File: config.mk
export PLATFORM = sky130hd
export DESIGN_NAME = price_table_writer
export DESIGN_NICKNAME = d
export VERILOG_FILES = /design/src/rtl/price_table_writer.sv
export SDC_FILE = /design/constraint.sdc
export NUM_CORES = 1
export LEC_CHECK = 0
export CAP_MARGIN = 20
export CORE_MARGIN = 3
export CORE_UTILIZATION = 56
export CTS_CLUSTER_SIZE = 16
export DETAILED_ROUTE_END_ITERATION = 8
export PLACE_DENSITY = 0.81
export RECOVER_POWER = 100
export SKIP_CTS_REPAIR_TIMING = 1
export SKIP_LAST_GASP = 1
export SYNTH_ARGS = -nofsm -noshare
export SYNTH_HDL_FRONTEND = slang
export SYNTH_SLANG_ARGS = --single-unit
export TNS_END_PERCENT = 5
File: constraint.sdc
create_clock -name clk -period 3.37 [get_ports clk]
set_input_delay 0.337 -clock clk [delete_from_list [all_inputs] [get_ports clk]]
set_output_delay 0.337 -clock clk [all_outputs]
set_load 0.02 [all_outputs]
File: src/rtl/price_table_writer.sv
// Write side of the fare table BRAM: generates the 100x100 fare table at
// addresses 0..9999 and applies single-entry fare overrides on port A.
module price_table_writer #(
  parameter int unsigned N_STATIONS = 100,
  parameter int unsigned ADDR_W     = 19,
  parameter int unsigned DATA_W     = 12
) (
  input  logic              clk,
  input  logic              rst_n,
  input  logic              fill_start,
  input  logic              upd_valid,
  output logic              upd_ready,
  input  logic [6:0]        upd_start,
  input  logic [6:0]        upd_end,
  input  logic [3:0]        upd_price,
  output logic              ram_we,
  output logic [ADDR_W-1:0] ram_addr,
  output logic [DATA_W-1:0] ram_din,
  output logic              busy,
  output logic              fill_done,
  output logic              upd_err
);

  typedef enum logic [1:0] {IDLE, FILL, FLUSH, UPD} state_t;

  localparam logic [6:0] LAST_IDX = 7'(N_STATIONS - 1);

  state_t      state_q, state_d;
  logic [6:0]  s_q, e_q;
  logic [13:0] addr_cnt_q;
  logic        v1_q;
  logic [3:0]  fare1_q;
  logic [13:0] addr1_q;

  logic        upd_idx_ok;
  logic        upd_accept;
  logic        upd_reject;
  logic        fill_last;
  logic [6:0]  hops;
  logic [13:0] upd_addr;

  function automatic logic [3:0] fare_of(input logic [6:0] h);
    if (h == 7'd0)       fare_of = 4'd0;
    else if (h <= 7'd4)  fare_of = 4'd2;
    else if (h <= 7'd8)  fare_of = 4'd3;
    else if (h <= 7'd16) fare_of = 4'd4;
    else if (h <= 7'd32) fare_of = 4'd5;
    else                 fare_of = 4'd6;
  endfunction

  always_comb begin
    upd_idx_ok = (upd_start <= LAST_IDX) && (upd_end <= LAST_IDX);
    upd_accept = (state_q == IDLE) && !fill_start && upd_valid && upd_idx_ok;
    upd_reject = (state_q == IDLE) && !fill_start && upd_valid && !upd_idx_ok;
    fill_last  = (s_q == LAST_IDX) && (e_q == LAST_IDX);
    hops       = (s_q > e_q) ? (s_q - e_q) : (e_q - s_q);
    // start*100 as start*64 + start*32 + start*4
    upd_addr   = 14'({upd_start, 6'b0}) + 14'({upd_start, 5'b0})
               + 14'({upd_start, 2'b0}) + 14'(upd_end);
    upd_ready  = (state_q == IDLE);
    busy       = (state_q != IDLE);
  end

  always_comb begin
    state_d = state_q;
    case (state_q)
      IDLE: begin
        if (fill_start)      state_d = FILL;
        else if (upd_accept) state_d = UPD;
      end
      FILL:    if (fill_last) state_d = FLUSH;
      FLUSH:   state_d = IDLE;
      UPD:     state_d = IDLE;
      default: state_d = IDLE;
    endcase
  end

  always_ff @(posedge clk or negedge rst_n) begin
    if (!rst_n) state_q <= IDLE;
    else        state_q <= state_d;
  end

  // Row/column counters plus a running address, so no multiplier on the fill path
  always_ff @(posedge clk or negedge rst_n) begin
    if (!rst_n) begin
      s_q        <= '0;
      e_q        <= '0;
      addr_cnt_q <= '0;
    end else if (state_q == FILL && !fill_last) begin
      addr_cnt_q <= addr_cnt_q + 14'd1;
      if (e_q == LAST_IDX) begin
        e_q <= '0;
        s_q <= s_q + 7'd1;
      end else begin
        e_q <= e_q + 7'd1;
      end
    end else begin
      s_q        <= '0;
      e_q        <= '0;
      addr_cnt_q <= '0;
    end
  end

  always_ff @(posedge clk or negedge rst_n) begin
    if (!rst_n) begin
      v1_q    <= 1'b0;
      fare1_q <= '0;
      addr1_q <= '0;
    end else begin
      v1_q    <= (state_q == FILL);
      fare1_q <= fare_of(hops);
      addr1_q <= addr_cnt_q;
    end
  end

  // Fill and override writes never coincide: stage 1 is empty by the time IDLE is reached
  always_ff @(posedge clk or negedge rst_n) begin
    if (!rst_n) begin
      ram_we    <= 1'b0;
      ram_addr  <= '0;
      ram_din   <= '0;
      fill_done <= 1'b0;
      upd_err   <= 1'b0;
    end else begin
      fill_done <= (state_q == FLUSH);
      upd_err   <= upd_reject;
      if (v1_q) begin
        ram_we   <= 1'b1;
        ram_addr <= ADDR_W'(addr1_q);
        ram_din  <= {{(DATA_W-4){1'b0}}, fare1_q};
      end else if (upd_accept) begin
        ram_we   <= 1'b1;
        ram_addr <= ADDR_W'(upd_addr);
        ram_din  <= {{(DATA_W-4){1'b0}}, upd_price};
      end else begin
        ram_we   <= 1'b0;
      end
    end
  end

endmodule

==> summary.txt, run 1 <==
Ant diodes = 0
Crit Path Category = in2reg
Cells after Synth = 450
Core Area = 7450 sq um
Die height = 94.7 um
DP Worst Slack = -0.490 ns
CTS buffer count = 9
RSZ-0062 raised after global routing = no
Sequential area share after synthesis = 39.2%
Vias = 3274
Internal reg-to-reg setup slack = 0.25 ns
Slew Limit Headroom = -7.52%
P_leak = 2.53 nW
1st-pass router iterations = 4
Number of synthesized flops with an enable pin = 0
Final design utilization = 69.5%
Number of global-route vias before repair = 3384
Initial Util = 59.1%
Slowest stage delay, CP = 0.54 ns
Synth top area cells = dfrtp_1 (39%), ha_1 (13%), nor2_1 (3.8%), fa_1 (3.6%), inv_1 (3.3%)
Synth top cells by count = dfrtp_1 (69), ha_1 (46), nor2_1 (44), inv_1 (39), nand2_1 (33)
Reg2Reg Launch Point = e_q[0]
Post-synthesis cell area = 4400 sq um
Vias/cell = 5.33
Status = finished with violations
Clock root cell = clkbuf_8
Distinct cells, synth = 54
Cell Pwr Density = 348 nW/um^2
Syn. warnings = 0
Power Total = 0.00180 W
Die area = 8970 sq um
Cell at the slowest stage of the critical path = fa_1
CTS tree = built
Violated checks = max-capacitance violations, max-slew violations
Final setup fails = 0
Routed Antenna Nets = 0
R2r worst-path depth = 9
Count leader, synth = dfrtp_1
Reg2reg end = state_q[1]
Nature of the critical path startpoint = input port
Most frequent CP cell = fa_1
Min Tclk post-route = 3.29 ns
Pin slew with the least headroom to its limit = 1.61 ns
PnR worst setup slack = 0.0755 ns
Die width = 94.7 um
Residual DRC = 0
First-pass GRT wire length = 15.5 mm
Gpl congestion = 0.839
CTS Sinks = 69
Syn avg cell area = 9.79 sq um
Primary FF master, synth = dfrtp_1
Worst Hold Class = reg2reg
Clk buf depth = 2
Detailed Route WL = 9.04 mm
# rows = 31
H-tree depth = 3
Area Overhead vs Synth = 17.5%
Largest net degree at the start of global routing = 70
CP cell instances = clkdlybuf4s50_1, inv_2, fa_1, inv_1, fa_1, ha_4, a21oi_2, o21bai_1, a2111oi_2, o31ai_1, xnor2_1, o21ai_0, mux2_2
Synth async-reset ratio = 100%
Total GRT Usage = 22.2%
Highest Clock Rate = 304 MHz
HPWL after detailed placement = 6.78 mm
IO Port Bufs = 44
Data arrival, critical path = 3.54 ns
Layout Skew = 0.0103 ns
Skew-Pair Late Insertion Delay = 0.35 ns
Antenna violations before repair = 0
Net count, final = 586
Hold Path End = addr1_q[6]
Total of max-cap violations = 1
Count of pins over their slew limit = 70
Tcrit/Tclk final = 97.8%
Max VDD drop = 0.000235 V
Ratio of cells with drive above 1 in the final layout = 9.51%
Min-delay src = addr_cnt_q[6]
Req. time, crit path = 3.61 ns
Crit Path Max Fanout = 3
Element type at the critical path end = flip-flop
Final Hold Fails = 0
Clock transition at the registers of the reported paths = 0.08 ns
Hold Path Depth = 0
Num ports = 58
Iter 0 DRT Violations = 157
Total grt overflow = 0
Area share of the largest cell type after synthesis = 39.2%
Post-synth top area cell = dfrtp_1
Yosys reg bits = 69
Routed wire per std cell = 14.7 um
## critical path, delay by kind of cell
| family | cells | cell delay (ns) |
|---|---|---|
| multiplexers | 1 | 0.26 |
| XOR/XNOR | 1 | 0.14 |
| AO/OA/AOI/OAI | 5 | 0.88 |
| adder cells (fa/ha/maj) | 3 | 1.29 |
| buffers and inverters | 3 | 0.63 |
## final cells by class
cell class | instances | area, sq um
clock buffer | 9 | 124
clock inverter | 7 | 81.3
fill | 572 | 2270
inverter | 39 | 146
multi-input combinational | 330 | 2420
sequential | 69 | 1730
tap | 99 | 124
timing repair buffer | 61 | 557
## per-stage QoR
step / setup TNS, ns / cell area (sq um) / hold WS (ns) / std cells
2_1_floorplan: 0 / 4450 / 0.0414 / 462
3_3_place_gp: -1.06 / 4970 / 0.389 / 598
3_5_place_dp: -1.69 / 4970 / 0.394 / 598
4_1_cts: -0.184 / 5180 / 0.196 / 614
5_1_grt: 0 / 5170 / 0.436 / 614
6_report: 0 / 5170 / 0.406 / 614
## cell usage in the layout (no fill, tap or decap), types with 2 or more instances in the layout
master,Yosys,layout
a21boi_0,2,2
a21o_1,8,8
a21oi_1,14,13
a31oi_1,3,3
and2_1,4,4
and3_4,2,2
buf_4,16,14
clkbuf_8,0,9
clkdlybuf4s50_1,0,19
clkinv_4,0,2
conb_1,1,13
dfrtp_1,69,69
dlygate4sd3_1,0,24
fa_1,8,8
ha_1,46,45
inv_1,39,38
inv_6,0,3
mux2_2,2,2
mux2i_1,12,12
nand2_1,33,33
nand2b_1,4,4
nand3_1,14,14
nand3_2,2,2
nand4_1,6,6
nor2_1,44,44
nor2b_1,10,10
nor3_1,7,8
nor3b_1,2,2
o211ai_1,3,3
o21a_1,5,5
o21ai_0,27,26
o21ai_1,3,4
o221ai_1,2,2
o31ai_1,2,2
or3_1,2,2
or3_4,2,2
xnor2_1,16,16
xor2_1,14,14
## kinds of logic (layout without fill, tap and decap cells)
logic type	count (synthesis)	in the layout	share of synthesized area [%]
compound gates	79	79	11.5
xor+xnor	30	30	5.97
fa+ha+maj	54	54	16.7
buf+inv	63	116	7.07
flops	69	69	39.2
mux	14	14	3.24
other cells	1	13	0.0851
simple gates	140	140	16.2
## metal layers
layer / global-route usage (%) / wire length [um] / vias to the layer above / share of wire, %
met5: 0 / 0 / - / 0
met4: 6.61 / 161 / 0 / 1.8
met3: 5.50 / 458 / 15 / 5.1
met2: 35.5 / 4190 / 80 / 46
met1: 30.0 / 4230 / 1563 / 47
li1: - / - / 1616 / -
## how the worst max path moves through the flow
| stage | from | endpoint | slack, ns | cells after the start |
|---|---|---|---|---|
| global route | upd_start[0] | ram_addr[13] | 0.002 | 13 |
| finish | upd_start[0] | ram_addr[13] | 0.08 | 13 |
| global placement | upd_start[0] | ram_addr[13] | -0.37 | 13 |
| CTS | upd_start[0] | ram_addr[13] | -0.13 | 13 |
| detailed placement | upd_start[0] | ram_addr[13] | -0.49 | 13 |
| floorplan | upd_start[0] | ram_addr[13] | 0.24 | 12 |
## power by group
part	total (W)	internal (W)	switching, W	leakage, nW
Sequential	0.000827	0.000827	0	0.866
Combinational	0.000276	0.000131	0.000145	1.56
Clock	0.000696	0.000352	0.000344	0.101
## state kept, by name (all words and copies together), names as in the netlist
signal	cells
ram_addr	14
addr1_q	14
s_q	7
ram_din	4
v1_q	1
upd_err	1
fill_done	1
state_q	2
addr_cnt_q	14
ram_we	1
fare1_q	3
e_q	7
Power figures use the tool's default switching activity.
==> run 2: changes to the inputs <==
SKIP_CTS_REPAIR_TIMING = default   (was 1)
==> summary.txt, run 2 (synthesis gave the netlist of run 1 again) <==
Net count, final = 586 (unchanged)
Clock transition at the registers of the reported paths = 0.08 ns (about the same)
Vias = 3283 (was 3274)
Slew Limit Headroom = -8.25% (was -7.52%)
Num ports = 58 (unchanged)
Residual DRC = 0 (unchanged)
Die height = 94.7 um (unchanged)
Highest Clock Rate = 304 MHz (about the same)
Layout Skew = 0.0139 ns (was 0.0103 ns)
Tcrit/Tclk final = 97.6% (was 97.8%)
Req. time, crit path = 3.61 ns (about the same)
Ant diodes = 0 (unchanged)
Final setup fails = 0 (unchanged)
Max VDD drop = 0.000234 V (was 0.000235 V)
Worst Hold Class = reg2reg (unchanged)
# rows = 31 (unchanged)
CTS tree = built (unchanged)
Most frequent cells in the layout = dfrtp_1 (69), ha_1 (45), nor2_1 (44) (unchanged)
Nature of the critical path startpoint = input port (unchanged)
H-tree depth = 3 (unchanged)
Core Area = 7450 sq um (unchanged)
Number of global-route vias before repair = 3386 (was 3384)
Final Hold Fails = 0 (unchanged)
Power Total = 0.00181 W (was 0.00180 W)
Cell Pwr Density = 349 nW/um^2 (was 348 nW/um^2)
RSZ-0062 raised after global routing = no (unchanged)
Count of pins over their slew limit = 70 (unchanged)
Total of max-cap violations = 1 (unchanged)
Antenna violations before repair = 0 (unchanged)
Post-CTS Setup Bufs = 0
Die area = 8970 sq um (unchanged)
Status = finished with violations (unchanged)
Total GRT Usage = 22.3% (was 22.2%)
Violated checks = max-capacitance violations, max-slew violations (unchanged)
Area Overhead vs Synth = 17.6% (was 17.5%)
Internal reg-to-reg setup slack = 0.25 ns (about the same)
Crit Path Category = in2reg (unchanged)
Pin slew with the least headroom to its limit = 1.62 ns (was 1.61 ns)
P_leak = 2.51 nW (was 2.53 nW)
Detailed Route WL = 9.08 mm (was 9.04 mm)
Crit Path Max Fanout = 3 (unchanged)
IO Port Bufs = 44 (unchanged)
Final design utilization = 69.6% (was 69.5%)
CTS buffer count = 9 (unchanged)
Initial Util = 59.1% (unchanged)
HPWL after detailed placement = 6.78 mm (unchanged)
Routed Antenna Nets = 0 (unchanged)
Die width = 94.7 um (unchanged)
Element type at the critical path end = flip-flop (unchanged)
Skew-Pair Late Insertion Delay = 0.36 ns (was 0.35 ns)
Vias/cell = 5.35 (was 5.33)
Gpl congestion = 0.839 (unchanged)
Ratio of cells with drive above 1 in the final layout = 9.32% (was 9.51%)
1st-pass router iterations = 4 (unchanged)
Min Tclk post-route = 3.29 ns (about the same)
Iter 0 DRT Violations = 172 (was 157)
Commonest non-fill, non-tap cell in the layout = dfrtp_1 (unchanged)
Largest regs = addr1_q: 14 flops, addr_cnt_q: 14 flops, ram_addr: 14 flops (unchanged)
Clock root cell = clkbuf_8 (unchanged)
Data arrival, critical path = 3.53 ns (was 3.54 ns)
Largest net degree at the start of global routing = 70 (unchanged)
First-pass GRT wire length = 15.6 mm (was 15.5 mm)
WHS = 0.406 ns (about the same)
Total grt overflow = 0 (unchanged)
Routed wire per std cell = 14.8 um (was 14.7 um)
CTS Sinks = 69 (unchanged)
Clk buf depth = 2 (unchanged)
## run 2: cell count changes in the layout (fill, tap and decap cells not counted)
cell,previous run,this run
a2111oi_2,1,0
a2111oi_4,0,1
and3_1,1,2
and3_4,2,1
nand4_1,6,7
nand4_2,1,0
o21ai_0,26,27
o21ai_1,4,3
o21bai_1,1,0
o21bai_2,0,1
## run 2: where the power goes
group | internal [W] | switching [W]
Combinational | 0.000136 | 0.000150
Clock | 0.000352 | 0.000344
Sequential | 0.000827 | 0
## run 2: critical path, stage by stage
cell	delay [ns]
clkdlybuf4s50_1	0.50
inv_2	0.07
fa_1	0.54
inv_1	0.06
fa_1	0.53
ha_4	0.22
a21oi_2	0.17
o21bai_2	0.11
a2111oi_4	0.38
o31ai_1	0.12
xnor2_1	0.14
o21ai_0	0.08
mux2_2	0.26
## run 2: final timing paths
check	from	endpoint	cells past startpoint
min in group asynchronous	rst_n	ram_addr[3]	2
setup / recovery	upd_start[0]	ram_addr[13]	13
max in group asynchronous	rst_n	fare1_q[0]	2
setup reg to reg	e_q[0]	state_q[1]	9
hold reg to reg	addr_cnt_q[6]	addr1_q[6]	0
hold / removal	addr_cnt_q[6]	addr1_q[6]	0
## run 2: repair_timing
| item | CTS | global route |
|---|---|---|
| hold buffers | 0 | 0 |
| resized for setup | 2 | 5 |
| setup endpoints to repair | 3 | 4 |
| pin swaps | 3 | 6 |
## run 2: layout make-up
cell class	instances	area, sq um
clock buffer	9	124
clock inverter	7	81.3
sequential	69	1730
inverter	39	146
fill	569	2270
tap	99	124
timing repair buffer	61	557
multi-input combinational	330	2420
## run 2: per-stage QoR
stage	setup TNS, ns	cells	cell area, sq um	worst slack, ns
2_1_floorplan	0	462	4450	0.240
3_3_place_gp	-1.06	598	4970	-0.367
3_5_place_dp	-1.69	598	4970	-0.490
4_1_cts	0	614	5190	0.00256
5_1_grt	0	614	5180	0.0137
6_report	0	614	5180	0.0814
## run 2: per-layer routing
layer	track usage [%]	wire [um]	share of wire, %	vias up
li1	-	-	-	1618
met1	30.1	4220	47	1575
met2	35.8	4300	47	77
met3	5.50	442	4.9	13
met4	6.61	116	1.3	0
met5	0	0	0	-
